===== src/rtl/tlm_pair_streamer_pkg.sv =====
// Shared types and helpers for the pair streamer.
// - tlm_state_e : streamer FSM states
// - NUM_DEF / ITEM_WIDTH_DEF / BATCH_W : default batch geometry
// - pair_sel()  : reference {A,B} extraction for the default geometry
package tlm_stream_pkg;

  localparam int NUM_DEF        = 50;
  localparam int ITEM_WIDTH_DEF = 8;
  localparam int BATCH_W        = NUM_DEF * 2 * ITEM_WIDTH_DEF;

  typedef enum logic [1:0] {
    S_IDLE   = 2'd0,
    S_STREAM = 2'd1,
    S_DONE   = 2'd2
  } tlm_state_e;

  // Pair k is item 2k (A) and item 2k+1 (B); A lands in the upper half.
  function automatic logic [2*ITEM_WIDTH_DEF-1:0] pair_sel(
    input logic [BATCH_W-1:0] payload,
    input int unsigned        idx
  );
    return {payload[(2*idx)*ITEM_WIDTH_DEF +: ITEM_WIDTH_DEF],
            payload[(2*idx+1)*ITEM_WIDTH_DEF +: ITEM_WIDTH_DEF]};
  endfunction

endpackage


===== src/rtl/tlm_pair_streamer_if.sv =====
// Operand-pair stream between the streamer and its consumer (the BFM).
// - a_o / b_o : operand A / operand B
// - valid_o   : pair is valid
// - ready_i   : consumer takes the pair this cycle
// Signal names follow the streamer's port view.
interface tlm_pair_if #(
  parameter int ITEM_WIDTH = 8
);
  logic [ITEM_WIDTH-1:0] a_o;
  logic [ITEM_WIDTH-1:0] b_o;
  logic                  valid_o;
  logic                  ready_i;

  modport master (output a_o, output b_o, output valid_o, input ready_i);
  modport slave  (input a_o, input b_o, input valid_o, output ready_i);
endinterface


===== src/rtl/tlm_pair_streamer_select.sv =====
// Combinational pair extraction: picks pair idx_i out of a packed batch.
// - payload_i : packed batch, item i at [i*ITEM_WIDTH +: ITEM_WIDTH]
// - idx_i     : pair index; out-of-range indices yield zero
// - a_o / b_o : item[2*idx] / item[2*idx+1]
module tlm_pair_select #(
  parameter int NUM        = 50,
  parameter int ITEM_WIDTH = 8,
  parameter int IDX_W      = 6
) (
  input  logic [NUM*2*ITEM_WIDTH-1:0] payload_i,
  input  logic [IDX_W-1:0]            idx_i,
  output logic [ITEM_WIDTH-1:0]       a_o,
  output logic [ITEM_WIDTH-1:0]       b_o
);

  // Explicit compare-mux so an index past NUM-1 (the "next" index on the
  // last beat) never reads outside the payload.
  always_comb begin
    a_o = '0;
    b_o = '0;
    for (int i = 0; i < NUM; i++) begin
      if (idx_i == IDX_W'(i)) begin
        a_o = payload_i[(2*i)*ITEM_WIDTH   +: ITEM_WIDTH];
        b_o = payload_i[(2*i+1)*ITEM_WIDTH +: ITEM_WIDTH];
      end
    end
  end

endmodule


===== src/rtl/tlm_pair_streamer.sv =====
// Plays a captured batch of NUM operand pairs out one pair per accepted beat.
// - clk_i, reset_i : clock, synchronous active-low reset
// - load_i, payload_i, load_ready_o : batch offer / packed batch / can accept
// - pair_if (master) : a_o, b_o, valid_o out; ready_i in
// - busy_o  : batch in flight
// - done_o  : one-cycle pulse after the last pair is taken
// - batch_cnt_o : completed batches, wraps at 2^16
module tlm_pair_streamer
  import tlm_stream_pkg::*;
#(
  parameter int NUM        = 50,
  parameter int ITEM_WIDTH = 8
) (
  input  logic                        clk_i,
  input  logic                        reset_i,
  input  logic                        load_i,
  input  logic [NUM*2*ITEM_WIDTH-1:0] payload_i,
  output logic                        load_ready_o,
  tlm_pair_if.master                  pair_if,
  output logic                        busy_o,
  output logic                        done_o,
  output logic [15:0]                 batch_cnt_o
);

  localparam int PAY_W = NUM * 2 * ITEM_WIDTH;
  localparam int IDX_W = (NUM > 1) ? $clog2(NUM) : 1;

  tlm_state_e             state_q;
  logic [IDX_W-1:0]       idx_q;
  logic [PAY_W-1:0]       payload_q;
  logic [ITEM_WIDTH-1:0]  a_q, b_q;
  logic                   valid_q, busy_q, done_q;
  logic [15:0]            cnt_q;

  // One selector serves both cases: in IDLE it looks at the incoming
  // payload (pair 0 for a load), otherwise at the held payload one pair
  // ahead so a_q/b_q can be registered on the handshake edge.
  logic [PAY_W-1:0]       sel_payload;
  logic [IDX_W-1:0]       sel_idx;
  logic [ITEM_WIDTH-1:0]  a_d, b_d;
  logic                   last_beat;

  assign sel_payload = (state_q == S_IDLE) ? payload_i : payload_q;
  assign sel_idx     = (state_q == S_IDLE) ? '0 : idx_q + IDX_W'(1);
  assign last_beat   = (idx_q == IDX_W'(NUM - 1));

  tlm_pair_select #(
    .NUM        (NUM),
    .ITEM_WIDTH (ITEM_WIDTH),
    .IDX_W      (IDX_W)
  ) u_sel (
    .payload_i (sel_payload),
    .idx_i     (sel_idx),
    .a_o       (a_d),
    .b_o       (b_d)
  );

  always_ff @(posedge clk_i) begin
    if (!reset_i) begin
      state_q   <= S_IDLE;
      idx_q     <= '0;
      payload_q <= '0;
      a_q       <= '0;
      b_q       <= '0;
      valid_q   <= 1'b0;
      busy_q    <= 1'b0;
      done_q    <= 1'b0;
      cnt_q     <= '0;
    end else begin
      case (state_q)
        S_IDLE: begin
          done_q <= 1'b0;
          if (load_i) begin
            payload_q <= payload_i;
            idx_q     <= '0;
            a_q       <= a_d;
            b_q       <= b_d;
            valid_q   <= 1'b1;
            busy_q    <= 1'b1;
            state_q   <= S_STREAM;
          end
        end
        S_STREAM: begin
          if (pair_if.ready_i) begin
            if (last_beat) begin
              valid_q <= 1'b0;
              busy_q  <= 1'b0;
              done_q  <= 1'b1;
              cnt_q   <= cnt_q + 16'd1;
              state_q <= S_DONE;
            end else begin
              idx_q <= idx_q + IDX_W'(1);
              a_q   <= a_d;
              b_q   <= b_d;
            end
          end
        end
        S_DONE: begin
          done_q  <= 1'b0;
          state_q <= S_IDLE;
        end
        default: begin
          state_q <= S_IDLE;
          valid_q <= 1'b0;
          busy_q  <= 1'b0;
          done_q  <= 1'b0;
        end
      endcase
    end
  end

  assign load_ready_o    = (state_q == S_IDLE);
  assign pair_if.a_o     = a_q;
  assign pair_if.b_o     = b_q;
  assign pair_if.valid_o = valid_q;
  assign busy_o          = busy_q;
  assign done_o          = done_q;
  assign batch_cnt_o     = cnt_q;

endmodule


===== src/flat_wrapper.sv =====
// flat-port wrapper written by rule: the top's interface ports become plain ports
module tlm_pair_streamer_flat import tlm_stream_pkg::*;
#(
  parameter int NUM        = 50,
  parameter int ITEM_WIDTH = 8
)
  (clk_i, reset_i, load_i, payload_i, load_ready_o, busy_o, done_o, batch_cnt_o, pair_if_a_o, pair_if_b_o, pair_if_valid_o, pair_if_ready_i);
  tlm_pair_if #(.ITEM_WIDTH(ITEM_WIDTH)) pair_if_i ();
  input  logic clk_i;
  input  logic reset_i;
  input  logic load_i;
  input  logic [NUM*2*ITEM_WIDTH-1:0] payload_i;
  output logic load_ready_o;
  output logic busy_o;
  output logic done_o;
  output logic [15:0] batch_cnt_o;
  output wire logic [$bits(pair_if_i.a_o)-1:0] pair_if_a_o;
  output wire logic [$bits(pair_if_i.b_o)-1:0] pair_if_b_o;
  output wire logic [$bits(pair_if_i.valid_o)-1:0] pair_if_valid_o;
  input wire logic [$bits(pair_if_i.ready_i)-1:0] pair_if_ready_i;
  assign pair_if_a_o = pair_if_i.a_o;
  assign pair_if_b_o = pair_if_i.b_o;
  assign pair_if_valid_o = pair_if_i.valid_o;
  assign pair_if_i.ready_i = pair_if_ready_i;
  tlm_pair_streamer #(.NUM(NUM), .ITEM_WIDTH(ITEM_WIDTH)) u_core (.clk_i(clk_i), .reset_i(reset_i), .load_i(load_i), .payload_i(payload_i), .load_ready_o(load_ready_o), .pair_if(pair_if_i), .busy_o(busy_o), .done_o(done_o), .batch_cnt_o(batch_cnt_o));
endmodule

===== config.mk =====
export PLATFORM = sky130hd
export DESIGN_NAME = tlm_pair_streamer_flat
export DESIGN_NICKNAME = d
export VERILOG_FILES = /design/src/rtl/tlm_pair_streamer_pkg.sv /design/src/rtl/tlm_pair_streamer_if.sv /design/src/rtl/tlm_pair_streamer_select.sv /design/src/rtl/tlm_pair_streamer.sv /design/src/flat_wrapper.sv
export SDC_FILE = /design/constraint.sdc
export NUM_CORES = 2
export LEC_CHECK = 0
export BUFFER_PORTS_ARGS = -buffer_cell sky130_fd_sc_hd__buf_4
export CAP_MARGIN = 10
export CORE_AREA = 5 5 320 322
export DETAILED_ROUTE_END_ITERATION = 12
export DIE_AREA = 0 0 325 327
export GPL_TIMING_DRIVEN = 0
export MAX_ROUTING_LAYER = met4
export SYNTH_ARGS = -nofsm -noshare
export SYNTH_HDL_FRONTEND = slang
export SYNTH_SLANG_ARGS = --single-unit

===== constraint.sdc =====
create_clock -name clk_i -period 4.1 [get_ports clk_i]
set_input_delay 0.205 -clock clk_i [delete_from_list [all_inputs] [get_ports clk_i]]
set_output_delay 0.205 -clock clk_i [all_outputs]
set_load 0.05 [all_outputs]

---- Word-level counts from Yosys, hierarchy flattened ----
Cells that the tools add are included.
operators by class
  add/subtract/negate cells ............... 2
  equality and inequality tests ........... 56
  mux-type cells .......................... 122
  bitwise gates (word level) .............. 1
  reduce and logical (&&, ||, !) cells .... 10
operators with widths
  operator               number
  $mux 8                 106
  $mux 800               1
  $eq 6x6->1 const B     19
  $eq 6x5->1 const B     16
  $eq 6x4->1 const B     8
  $pmux 8 s2             2
  $eq 6x3->1 const B     4
  $mux 6                 4
  $add 16x1->16 const B  1
  $eq 6x2->1 const B     2
  $pmux 6 s2             1
  $reduce_and 4->1       2
  $add 6x1->6 const B    1
  $eq 6x1->1 const B     1
  $logic_not 6->1        1
  $mux 2                 3
  $ne 2x2->1 const B     3
  $reduce_and 2->1       3
  $reduce_and 3->1       2
  $pmux 2 s2             1
  $mux 1                 3
  $pmux 1 s3             1
  $eq 2x1->1 const B     1
  $eq 2x2->1 const B     1
  other kinds (4)        4
storage, ports and cells
  bits in registers ....................... 842
  input bits .............................. 804
  logic and storage cells ................. 199

---- Longest topological paths before layout ----
  depth in word-level cells ............... 56
  depth in mapped cells ................... 15
  gate-level depth less buffers ........... 11

---- Modules after synthesis ----
From an unflattened synthesis, not the netlist that was laid out.
unflattened totals
  cell total of the unflattened synthesis .. 5,781
  area total of the unflattened synthesis .. 46,074.2 sq um
modules (own cells, without submodules)
  module             instances  cells an instance  area each (sq um)  seq. area each (sq um)
  tlm_pair_streamer  1          4,567              38,324.3           16,856.2
  tlm_pair_select    1          1,214              7,749.9            0.0

---- Least setup slack after synthesis ----
OpenSTA, ideal clock, no wires.
  path type ............................... register to register
  from .................................... reg u_core.idx_q[0]
  to ...................................... reg u_core.a_q[2], in the netlist u_core.pair_if.a_o[2]
  setup time .............................. 103 ps
  data arrival time ....................... 2,906 ps
  setup slack ............................. 1,090 ps
  stages on the path, launching flop included .. 15
  buffers on the path ..................... 4
  period minus slack after synthesis ...... 3,010 ps
  cells stage by stage .................... dfxtp_1 -> ha_1 -> buf_2 -> a311oi_1 -> a31oi_1 -> buf_2 -> and2_1 -> clkbuf_2 -> or3_4 -> buf_6 -> o22a_1 -> o211a_1 -> o311ai_1 -> nand2_1 -> a2111oi_2
between the ends
  cells in the longest elaborated chain, start to end .. 56
  elaborated cells between the ends (all ways) .. 109
  those cells by class .................... add/sub (1); eq/ne (51); mux (55); reduce/logical (2)
RTL lines
  what                    line                            source
  start, declared         tlm_pair_streamer.sv:29         logic [IDX_W-1:0] idx_q;
  start signal, assigned  tlm_pair_streamer.sv:92         idx_q <= idx_q + IDX_W'(1);
  $add 6x1->6             tlm_pair_streamer.sv:44         assign sel_idx = (state_q == S_IDLE) ? '0 : idx_q + IDX_W'(1);
  $mux 6                  tlm_pair_streamer.sv:44
  $logic_not 6->1         tlm_pair_streamer_select.sv:22  if (idx_i == IDX_W'(i)) begin
  $mux 8 (50 in series)   tlm_pair_streamer_select.sv:22
  $mux 8                  tlm_pair_streamer.sv:85         if (last_beat) begin
  $mux 8                  tlm_pair_streamer.sv:84         if (pair_if.ready_i) begin
  $pmux 8 s2              tlm_pair_streamer.sv:70         case (state_q)
  end signal, assigned    tlm_pair_streamer.sv:63         a_q <= '0;
  end signal, assigned    tlm_pair_streamer.sv:76         a_q <= a_d;
  end signal, assigned    tlm_pair_streamer.sv:93         a_q <= a_d;
  end, declared           tlm_pair_streamer.sv:31         logic [ITEM_WIDTH-1:0] a_q, b_q;
Parallel ways exist; a longest one is shown, timed or not. The select of a mux whose other input is x is not followed.
A chain may end at the register's enable or synchronous reset.

---- Worst setup path after layout ----
  from .................................... reg u_core.idx_q[1]
  to ...................................... reg u_core.a_q[6], in the netlist u_core.pair_if.a_o[6]
Same word-level chain as after synthesis.

==> impl_metrics.csv <==
group,metric,value,unit
placement,dp.cells,7802,
placement,portBuffers,839,
timing,slew_viol_final,0,
clock_network,cts_buffer_depth,3,
worst_setup_path,crit_slowest_cell,"clkbuf_1",
worst_setup_path,slowest_delay,0.60,ns
timing,timing.final.ws_setup,-0.08446,ns
synth,synth_seq_cells,842,
layout,final_common_cell,"nand2_1",
global_route,grt_overflow_total,0,
drt,wl_per_cell,27.64,um
layout,regArea,16860,um2
layout,nFillCells,8904,
clock_network,cts_buffers,94,
layout,layout-drive-gt1-share,18.53,%
outcome,outcome,"finished with violations",
worst_setup_path,endpoint_kind,"flop",
worst_setup_path,reg2reg_depth,13,
synth,yosys_warnings,0,
drt,num_vias,52390,
worst_setup_path,startpoint_type,"flop",
synth,synth.area.mux_share,1.889,%
timing,fin_crit_sh,102.1,%
drt,wirelength,244600,um
worst_setup_path,r2r_start,"u_core.idx_q[1]",
drt,drt_iter0_markers,6715,
synth,synthXorXnorAreaFrac,0.4762,%
worst_setup_path,cp.depth,13,
timing,hold_viol,0,
placement,pre_cts_slack,-2.213,ns
pwr,leakagePower,0.02454,uW
clock_network,htree_levels,3,
timing,tns,-0.6741,ns
worst_setup_path,startpoint,"u_core.idx_q[1]",
layout,fin_cells,8850,
drt,drc,0,
synth,yosys-top-cells-area,"dfxtp_1 42%, nand2_1 18%, a21oi_1 13%, clkbuf_1 3.1%, o21ai_0 2.5%",
layout,area_delta_synth_final,51.24,%
synth,syn_nets,6465,
floorplan,die_area,106300,um2
global_route,grt_pass1_vias,50180,
floorplan,fp.dieW,325,um
drt,drt_pass1_iterations,10,
drt,ant_nets,0,
timing,finalClockSkew,0.02675,ns
synth,synthDistinctLibCells,94,
placement,place_congestion,1.063,
outcome,violations,"setup timing",
drt,viasPerCell,5.920,
synth,synth_fa_ha_area_share,0.09336,%
worst_setup_path,crit_buf_inv,4,
placement,hpwlAfterDp,188000,um
worst_hold_path,hold_class,"in2reg",
synth,avgSynthCellArea,7.106,um2
synth,yosys.area_share.simple,24.70,%
clock_network,insertion_delay,0.71,ns
synth,synth_compound_area_share,25.70,%
layout,final_util,61.25,%
timing,rsz0062_at_grt,"true",
layout,mostFrequentLayoutCells,"1956 x nand2_1, 1052 x a21oi_1, 895 x buf_4",
worst_setup_path,crit_type,"reg2reg",
layout,nNetsFinal,8244,
worst_setup_path,critical_path.max_fanout,10,
timing,worst_pin_slew,0.9558,ns
global_route,grt_max_degree,14,
synth,yosys.area.top_type,"dfxtp_1",
worst_setup_path,r2r_end,"u_core.pair_if.a_o[6]",
run,cap_violations,0,
clock_network,cts-root-buf,"clkbuf_16",
timing,slew_headroom,34.45,%
floorplan,core.rowCount,116,
floorplan,core,99280,um2
synth,async_flop_share,0,%
timing,period_minus_slack,4.184,ns
worst_setup_path,crit_end,"u_core.pair_if.a_o[6]",
synth,synth-edff-count,0,
timing,fin_hold_ws,0.1967,ns
layout,multi_input_area,22050,um2
global_route,grt_usage,44.68,%
synth,synth_cells,5658,
clock_network,clock_sinks,842,
clock_network,cts_tree,"done",
synth,synth_top_family_by_area,"compound AO/OA/AOI/OAI gates",
floorplan,boundaryPins,840,
pwr,power.density,362.7,nW/um2
synth,ys_seq_area_share,41.93,%
timing,fmax,0.2390,GHz
worst_setup_path,cp_top_family,"compound AO/OA/AOI/OAI gates",
worst_setup_path,reg2reg_slack,-0.08,ns
synth,synth_ff_type,"dfxtp_1",
worst_setup_path,worstPathCellList,"buf_4 -> inv_1 -> ha_1 -> or2_2 -> nor2_2 -> clkbuf_4 -> clkbuf_1 -> a222oi_1 -> o22ai_1 -> nor2_1 -> o21ai_1 -> a2111oi_4 -> a2111oi_2",
synth,netlist_area,40200,um2
worst_setup_path,required,4.70,ns
worst_setup_path,cp.arrival,4.79,ns
floorplan,die_h,327,um
floorplan,start_util,40.50,%
global_route,grt_antenna_before_repair,32,
synth,synth_top_area_share,41.93,%
global_route,grt_pass1_wl,343300,um
clock_network,clk_pin_slew,0.07,ns
timing,setup_viol,15,
pwr,vdd_drop_max,0.2904,mV
[stage by stage]
stage	cell area, um2	total power, uW
2_1_floorplan	40200	10560
3_3_place_gp	48130	12330
3_5_place_dp	48190	12360
4_1_cts	60290	21830
5_1_grt	60780	22570
6_report	60810	22060
[tightest hold or removal path, cell delays in order]
cell and delay [ns]:
buf_4 0.11, nand2_1 0.09, nand2_1 0.18, o21ai_0 0.13, a21oi_1 0.07, nor2_1 0.08
[report_power, final]
part / total (uW) / internal (uW) / switching, uW
Combinational: 3960 / 1690 / 2270
Clock: 8980 / 5230 / 3750
Sequential: 9120 / 8680 / 440
Total: 22100 / 15600 / 6460
[cell families (layout without fill, tap and decap cells)]
kind of cell | after synthesis | in the layout
AOI/OAI and AO/OA | 1757 | 1757
xor gates and xnor gates | 18 | 18
adders and majority gates | 3 | 3
buffers and inverters | 492 | 2346
DFF | 842 | 842
muxes | 73 | 73
other | 0 | 40
and+or+nand+nor | 2473 | 2473
[flip-flops by register name (all words and copies together), names as in the netlist]
name,count
u_core.idx_q,6
u_core.state_q,2
u_core.batch_cnt_o,16
u_core.payload_q,800
u_core.done_o,1
u_core.pair_if.b_o,8
u_core.pair_if.valid_o,1
u_core.pair_if.a_o,8
[synthesized netlist by cell type (6+ instances only)]
cell / number
o21ai_0: 200
clkbuf_1: 327
a221oi_1: 60
buf_1: 18
o211ai_1: 25
nand4_1: 22
buf_6: 6
inv_1: 6
a211o_1: 16
a31oi_1: 58
nor2_1: 239
buf_4: 15
o211a_1: 13
nand3_1: 83
nor3_1: 38
a222oi_1: 13
o21bai_1: 10
o2111ai_1: 9
a211oi_1: 25
and2_1: 26
a22o_1: 13
o22a_1: 14
nand2_1: 1964
a21oi_1: 1054
a21boi_0: 12
o311ai_1: 11
nor4bb_1: 11
xor2_1: 10
o221ai_1: 24
dfxtp_1: 842
a2111oi_2: 11
o22ai_1: 87
buf_2: 117
nand2b_1: 8
or3_1: 7
a22oi_1: 19
a2111oi_0: 12
nor4_1: 22
and3_1: 16
mux2_2: 12
a221o_1: 19
mux2i_1: 59
[timing repair]
item,CTS,global route
hold endpoints to repair,806,0
hold buffers,802,0
gates resized for setup,184,114
endpoints found under the setup margin,737,747
setup buffers,22,15
pin swaps,23,20
[metal layers]
metal	track usage [%]	share of wire (%)
met5	-	0
met4	29.23	8.3
met3	9.664	11
met2	67.83	43
met1	53.76	38
[how the worst min path moves through the flow]
stage                                        end  cells past startpoint  slack (ns)                  start
after floorplan           u_core.batch_cnt_o[11]                      1        0.33                reset_i
after global placement     u_core.payload_q[783]                      2        0.44  u_core.payload_q[783]
after detailed placement    u_core.payload_q[40]                      2        0.44   u_core.payload_q[40]
after CTS                        u_core.idx_q[5]                      6        0.18                 load_i
after global routing       u_core.pair_if.b_o[2]                      7        0.25                 load_i
final                            u_core.idx_q[5]                      6        0.20                 load_i
[layout make-up]
cell class	count	area share [%]
Clock inverter	35	0.6893
Multi-Input combinational cell	4324	36.26
Buffer	482	3.702
Antenna cell	40	0.1646
Clock buffer	136	4.595
Sequential cell	842	27.72
Timing Repair Buffer	1685	24.14
Inverter	8	0.04938
Tap cell	1298	2.671
Power figures use the tool's default switching activity.
